File: src/rtl/vga_timing_pkg.sv
// Shared constants and helpers for the VGA raster timing generator.
// Default timing is 640x480 @ 60 Hz with a 25 MHz pixel rate.
package vga_timing_pkg;

    localparam int DEF_H_SYNC   = 96;
    localparam int DEF_H_BP     = 48;
    localparam int DEF_H_ACTIVE = 640;
    localparam int DEF_H_FP     = 16;

    localparam int DEF_V_SYNC   = 2;
    localparam int DEF_V_BP     = 33;
    localparam int DEF_V_ACTIVE = 480;
    localparam int DEF_V_FP     = 10;

    // Level driven on a sync pin while the sync interval is in progress
    localparam logic POL_ACTIVE_LOW  = 1'b0;
    localparam logic POL_ACTIVE_HIGH = 1'b1;

    localparam int MAX_TOTAL = 65535;

    function automatic int axis_total(int s, int b, int a, int f);
        return s + b + a + f;
    endfunction

    function automatic int active_start(int s, int b);
        return s + b;
    endfunction

    function automatic int active_end(int s, int b, int a);
        return s + b + a - 1;
    endfunction

endpackage

File: src/rtl/vga_axis_counter.sv
// One raster axis: position counter with registered sync/active decode.
// Decodes use the next-state count so they line up with the count itself.
module vga_axis_counter
    import vga_timing_pkg::*;
#(
    parameter int   SYNC     = DEF_H_SYNC,
    parameter int   BP       = DEF_H_BP,
    parameter int   ACTIVE   = DEF_H_ACTIVE,
    parameter int   FP       = DEF_H_FP,
    parameter logic SYNC_POL = POL_ACTIVE_LOW
) (
    input  logic        clkin,
    input  logic        reset,
    input  logic        inc,
    output logic [15:0] count,
    output logic [15:0] count_next,
    output logic        sync,
    output logic        active,
    output logic        wrap
);

    localparam int TOTAL = axis_total(SYNC, BP, ACTIVE, FP);

    if (TOTAL > MAX_TOTAL) begin : g_total_too_big
        $error("vga_axis_counter: axis total exceeds 65535");
    end

    localparam logic [15:0] LAST     = 16'(TOTAL - 1);
    localparam logic [15:0] SYNC_END = 16'(SYNC);
    localparam logic [15:0] A_START  = 16'(active_start(SYNC, BP));
    localparam logic [15:0] A_END    = 16'(active_end(SYNC, BP, ACTIVE));

    assign wrap = inc & (count == LAST);

    // Next count: reset wins, then wrap, then plain increment
    always_comb begin
        count_next = count;
        if (reset)
            count_next = '0;
        else if (wrap)
            count_next = '0;
        else if (inc)
            count_next = count + 16'd1;
    end

    // Register the count together with its decodes
    always_ff @(posedge clkin) begin
        if (reset) begin
            count  <= '0;
            sync   <= SYNC_POL;
            active <= 1'b0;
        end else begin
            count  <= count_next;
            sync   <= (count_next < SYNC_END) ? SYNC_POL : ~SYNC_POL;
            active <= (count_next >= A_START) && (count_next <= A_END);
        end
    end

endmodule

File: src/rtl/vga_timing_gen.sv
// VGA raster timing generator: coordinates, syncs, blanking, frame pulse.
// Also drives the ADV7123 DAC control pins.
module vga_timing_gen
    import vga_timing_pkg::*;
#(
    parameter int   H_SYNC   = DEF_H_SYNC,
    parameter int   H_BP     = DEF_H_BP,
    parameter int   H_ACTIVE = DEF_H_ACTIVE,
    parameter int   H_FP     = DEF_H_FP,
    parameter int   V_SYNC   = DEF_V_SYNC,
    parameter int   V_BP     = DEF_V_BP,
    parameter int   V_ACTIVE = DEF_V_ACTIVE,
    parameter int   V_FP     = DEF_V_FP,
    parameter logic SYNC_POL = POL_ACTIVE_LOW
) (
    input  logic        clkin,
    input  logic        reset,
    input  logic        pixEn,
    output logic [15:0] hValue,
    output logic [15:0] vValue,
    output logic        activeVideo,
    output logic        VGA_HS,
    output logic        VGA_VS,
    output logic        VGA_BLANK_N,
    output logic        VGA_SYNC_N,
    output logic        VGA_CLK,
    output logic        frameStart
);

    logic [15:0] h_next;
    logic [15:0] v_next;
    logic        h_active;
    logic        v_active;
    logic        h_wrap;
    logic        v_wrap;

    vga_axis_counter #(
        .SYNC    (H_SYNC),
        .BP      (H_BP),
        .ACTIVE  (H_ACTIVE),
        .FP      (H_FP),
        .SYNC_POL(SYNC_POL)
    ) u_h (
        .clkin     (clkin),
        .reset     (reset),
        .inc       (pixEn),
        .count     (hValue),
        .count_next(h_next),
        .sync      (VGA_HS),
        .active    (h_active),
        .wrap      (h_wrap)
    );

    vga_axis_counter #(
        .SYNC    (V_SYNC),
        .BP      (V_BP),
        .ACTIVE  (V_ACTIVE),
        .FP      (V_FP),
        .SYNC_POL(SYNC_POL)
    ) u_v (
        .clkin     (clkin),
        .reset     (reset),
        .inc       (h_wrap),
        .count     (vValue),
        .count_next(v_next),
        .sync      (VGA_VS),
        .active    (v_active),
        .wrap      (v_wrap)
    );

    assign activeVideo = h_active & v_active;
    assign VGA_BLANK_N = activeVideo;
    assign VGA_SYNC_N  = 1'b0;
    assign VGA_CLK     = clkin & pixEn;

    // Pulse only when the raster wraps into (0,0), never on reset
    always_ff @(posedge clkin) begin
        if (reset)
            frameStart <= 1'b0;
        else
            frameStart <= v_wrap && (h_next == '0) && (v_next == '0);
    end

endmodule

File: config.mk
export PLATFORM = sky130hd
export DESIGN_NAME = vga_timing_gen
export DESIGN_NICKNAME = d
export VERILOG_FILES = /design/src/rtl/vga_timing_pkg.sv /design/src/rtl/vga_axis_counter.sv /design/src/rtl/vga_timing_gen.sv
export SDC_FILE = /design/constraint.sdc
export NUM_CORES = 1
export LEC_CHECK = 0
export BUFFER_PORTS_ARGS = -buffer_cell sky130_fd_sc_hd__clkbuf_2
export CORE_MARGIN = 10
export CORE_UTILIZATION = 50
export CTS_CLUSTER_SIZE = 16
export DETAILED_ROUTE_END_ITERATION = 16
export PLACE_DENSITY = 0.73
export SYNTH_ARGS = -nofsm -noshare
export SYNTH_HDL_FRONTEND = slang
export SYNTH_SLANG_ARGS = --single-unit
File: constraint.sdc
create_clock -name clkin -period 5.3 [get_ports clkin]
set_input_delay 0.53 -clock clkin [delete_from_list [all_inputs] [get_ports clkin]]
set_output_delay 0.53 -clock clkin [all_outputs]
set_load 0.005 [all_outputs]
==> flow_metrics.py <==
metrics = {
    "layout": {
        "n_fill_cell": 391,
        "num_antenna_cells": 0,
        "syn_to_final_growth_pct": 15.0,
        "fin_nets": 302,
        "final_common_cell": "clkbuf_2",
        "instances_no_fill": 349,
        "final_cell_mix": "40 x clkbuf_2, 37 x dfxtp_1, 30 x nor2_1, 15 x nand4_1",
        "layout-drive-gt1-share_pct": 20.9,
    },
    "worst_setup_path": {
        "path_cells": "clkbuf_8 -> clkbuf_8 -> and2_1 -> clkbuf_2",
        "cp-end-kind": "output port",
        "cp.required_ns": 4.77,
        "arrival_ns": 3.12,
        "cp_max_fo": 2,
        "startpoint_type": "clock port",
        "critPathMaxStageDelay_ns": 0.14,
        "crit_type": "clk2out",
        "crit_path_top_delay_cell": "and2_1",
        "cpMostUsedCell": "clkbuf_8",
    },
    "detailed_routing": {
        "vias": 2056,
        "drc": 0,
        "wirelength_um": 5410,
        "drtPass1Iterations": 4,
        "vias_per_cell": 5.89,
        "drt_iter0_drc": 97,
        "post_drt_wl_per_cell_um": 15.5,
        "ant_nets": 0,
    },
    "power": {
        "p_switching_w": 0.000129,
        "vdd_drop_max_v": 0.000159,
        "total_power_w": 0.000618,
        "seq_power_share_pct": 45.6,
        "clkPwrFrac_pct": 52.2,
        "combinationalPowerShare_pct": 2.2,
        "p_int_w": 0.000489,
        "p_leak_nw": 0.938,
        "power_density_nw_per_um2": 244,
        "switching_share_pct": 20.8,
    },
    "placement": {
        "io_buffer_count": 40,
        "dp_hpwl_um": 3950,
        "dp.cells": 338,
        "place_congestion": 0.866,
    },
    "synth": {
        "syn_avg_cell_area_um2": 8.33,
        "ys_types": 53,
        "ys_seq_area_share_pct": 33.7,
        "yosys_warnings": 0,
        "synthCells": 264,
        "synth-seq-cells": 37,
        "ys.flop_type": "dfxtp_1",
        "synth_area_um2": 2200,
        "async_reset_ff_share_pct": 0,
        "synthesis.nets": 270,
        "synth_edf_count": 0,
    },
    "floorplan": {
        "die-area_um2": 7450,
        "fp.dieH_um": 86.3,
        "core_um2": 4290,
        "ioPinCount": 42,
        "initial_utilization_pct": 51.2,
        "rows": 24,
        "fp.dieW_um": 86.3,
    },
    "sta": {
        "rsz0062_at_grt": "no",
        "setup_tns_ns": 0,
        "finalSetupViolCount": 0,
        "skew_ns": 0.0108,
        "max_slew.worst_pin.slew_ns": 0.852,
        "slew_violations": 0,
        "hold_viol": 0,
        "slew_headroom_pct": 43.0,
    },
    "global_route": {
        "antenna_found_initial": 0,
        "track_usage_pct": 14.8,
        "grt_max_degree": 32,
        "grt_pass1_wl_um": 9090,
        "grt_pass1_vias": 1955,
        "grt-ovfl-total": 0,
    },
    "clocking": {
        "ctsHoldBuffers": 0,
        "cts_tree": "yes",
        "cts_resized": 0,
        "clkTransAtPathRegs_ns": 0.07,
        "clk_latency_ns": 0.40,
        "post-cts-setup-buffer-count": 0,
    },
    "job": {
        "maxCapViolations": 0,
    },
    "hold_path": {
        "hold_path_class": "in2reg",
    },
    "run_status": {
        "status": "finished, final reports clean",
    },
}
power by group through the flow:
stage | sequential [W] | clock, W | combinational, W
2_1_floorplan | 0.000288 | 0.00000371 | 0.00000995
3_3_place_gp | 0.000288 | 0.00000712 | 0.0000136
3_5_place_dp | 0.000288 | 0.00000712 | 0.0000136
4_1_cts | 0.000282 | 0.000330 | 0.0000137
5_1_grt | 0.000282 | 0.000341 | 0.0000156
6_report | 0.000282 | 0.000323 | 0.0000136
routing by layer:
| metal | share of wire, % | up-vias | routed length, um | track usage (%) |
|---|---|---|---|---|
| met5 | 0 | - | 0 | 0 |
| met4 | 2.2 | 0 | 121 | 8.69 |
| met3 | 5.8 | 11 | 313 | 4.69 |
| met2 | 49 | 60 | 2640 | 24.5 |
| met1 | 43 | 955 | 2330 | 16.4 |
| li1 | - | 1030 | - | - |
stage by stage:
step           hold WS, ns  setup WS (ns)  utilization [%]  cell area, um2
2_1_floorplan        0.524           1.98                -            2200
5_1_grt              0.553           1.64             58.9            2530
3_3_place_gp         0.549           1.89             55.1            2370
4_1_cts              0.508           1.64             58.9            2530
6_report             0.511           1.65             58.9            2530
3_5_place_dp         0.561           1.89             55.1            2370
cells in the mapped netlist, types with 2 or more instances:
master,n,area [um2]
dfxtp_1,37,741
nor2_1,30,113
nand4_1,15,93.8
nand2_1,14,52.6
xnor2_1,14,123
nand3_1,13,65.1
a21oi_1,12,60.1
nor3_1,11,55.1
nor4_1,9,56.3
xor2_1,9,78.8
o21ai_0,8,40.0
and2_1,7,43.8
clkbuf_1,7,26.3
or3_1,7,43.8
and4_1,6,52.6
buf_2,5,25.0
inv_1,5,18.8
and3_1,4,25.0
o31ai_1,4,30.0
a211oi_1,3,22.5
a31oi_1,3,18.8
ha_1,3,37.5
nand2b_1,3,18.8
buf_4,2,15.0
buf_6,2,22.5
mux2i_1,2,20.0
or4_1,2,15.0
or4_4,2,22.5
layout make-up:
| class | count | area, um2 | share of cell area (%) |
|---|---|---|---|
| clock buffers | 10 | 129 | 5.10 |
| clock inverters | 2 | 37.5 | 1.49 |
| inverters | 5 | 18.8 | 0.743 |
| multi-input cells | 204 | 1340 | 53.1 |
| flip-flops and latches | 37 | 741 | 29.3 |
| well taps | 52 | 65.1 | 2.57 |
| repair buffers | 39 | 195 | 7.72 |
worst paths after layout:
path / from / end / slack (ns) / depth (start not counted)
setup reg to reg: u_h.count[0] / u_v.active / 2.34 / 8
setup / recovery: clkin / VGA_CLK / 1.65 / 4
hold reg to reg: u_v.count[13] / u_v.count[13] / 0.57 / 2
hold / removal: pixEn / u_h.count[0] / 0.51 / 3
critical path, delay by kind of cell:
family / cells / cell delay (ns)
AND/OR/NAND/NOR: 1 / 0.14
buffers and inverters: 3 / 0.33
state kept, by name (all words and copies together) (netlist names):
signal,count
u_v.sync,1
u_v.count,16
u_h.count,16
u_v.active,1
u_h.active,1
frameStart,1
u_h.sync,1
kinds of logic (layout without fill, tap and decap cells):
family	count (synthesis)	count (layout)	share of synthesized area (%)
and+or+nand+nor	133	133	36.3
AOI/OAI and AO/OA	41	41	12.3
DFF	37	37	33.7
xor gates and xnor gates	23	23	9.16
buffers and inverters	23	56	5.29
adders and majority gates	3	3	1.71
muxes	3	3	1.42
other	1	1	0.171
Note: power is estimated with default switching activity, not from simulation.
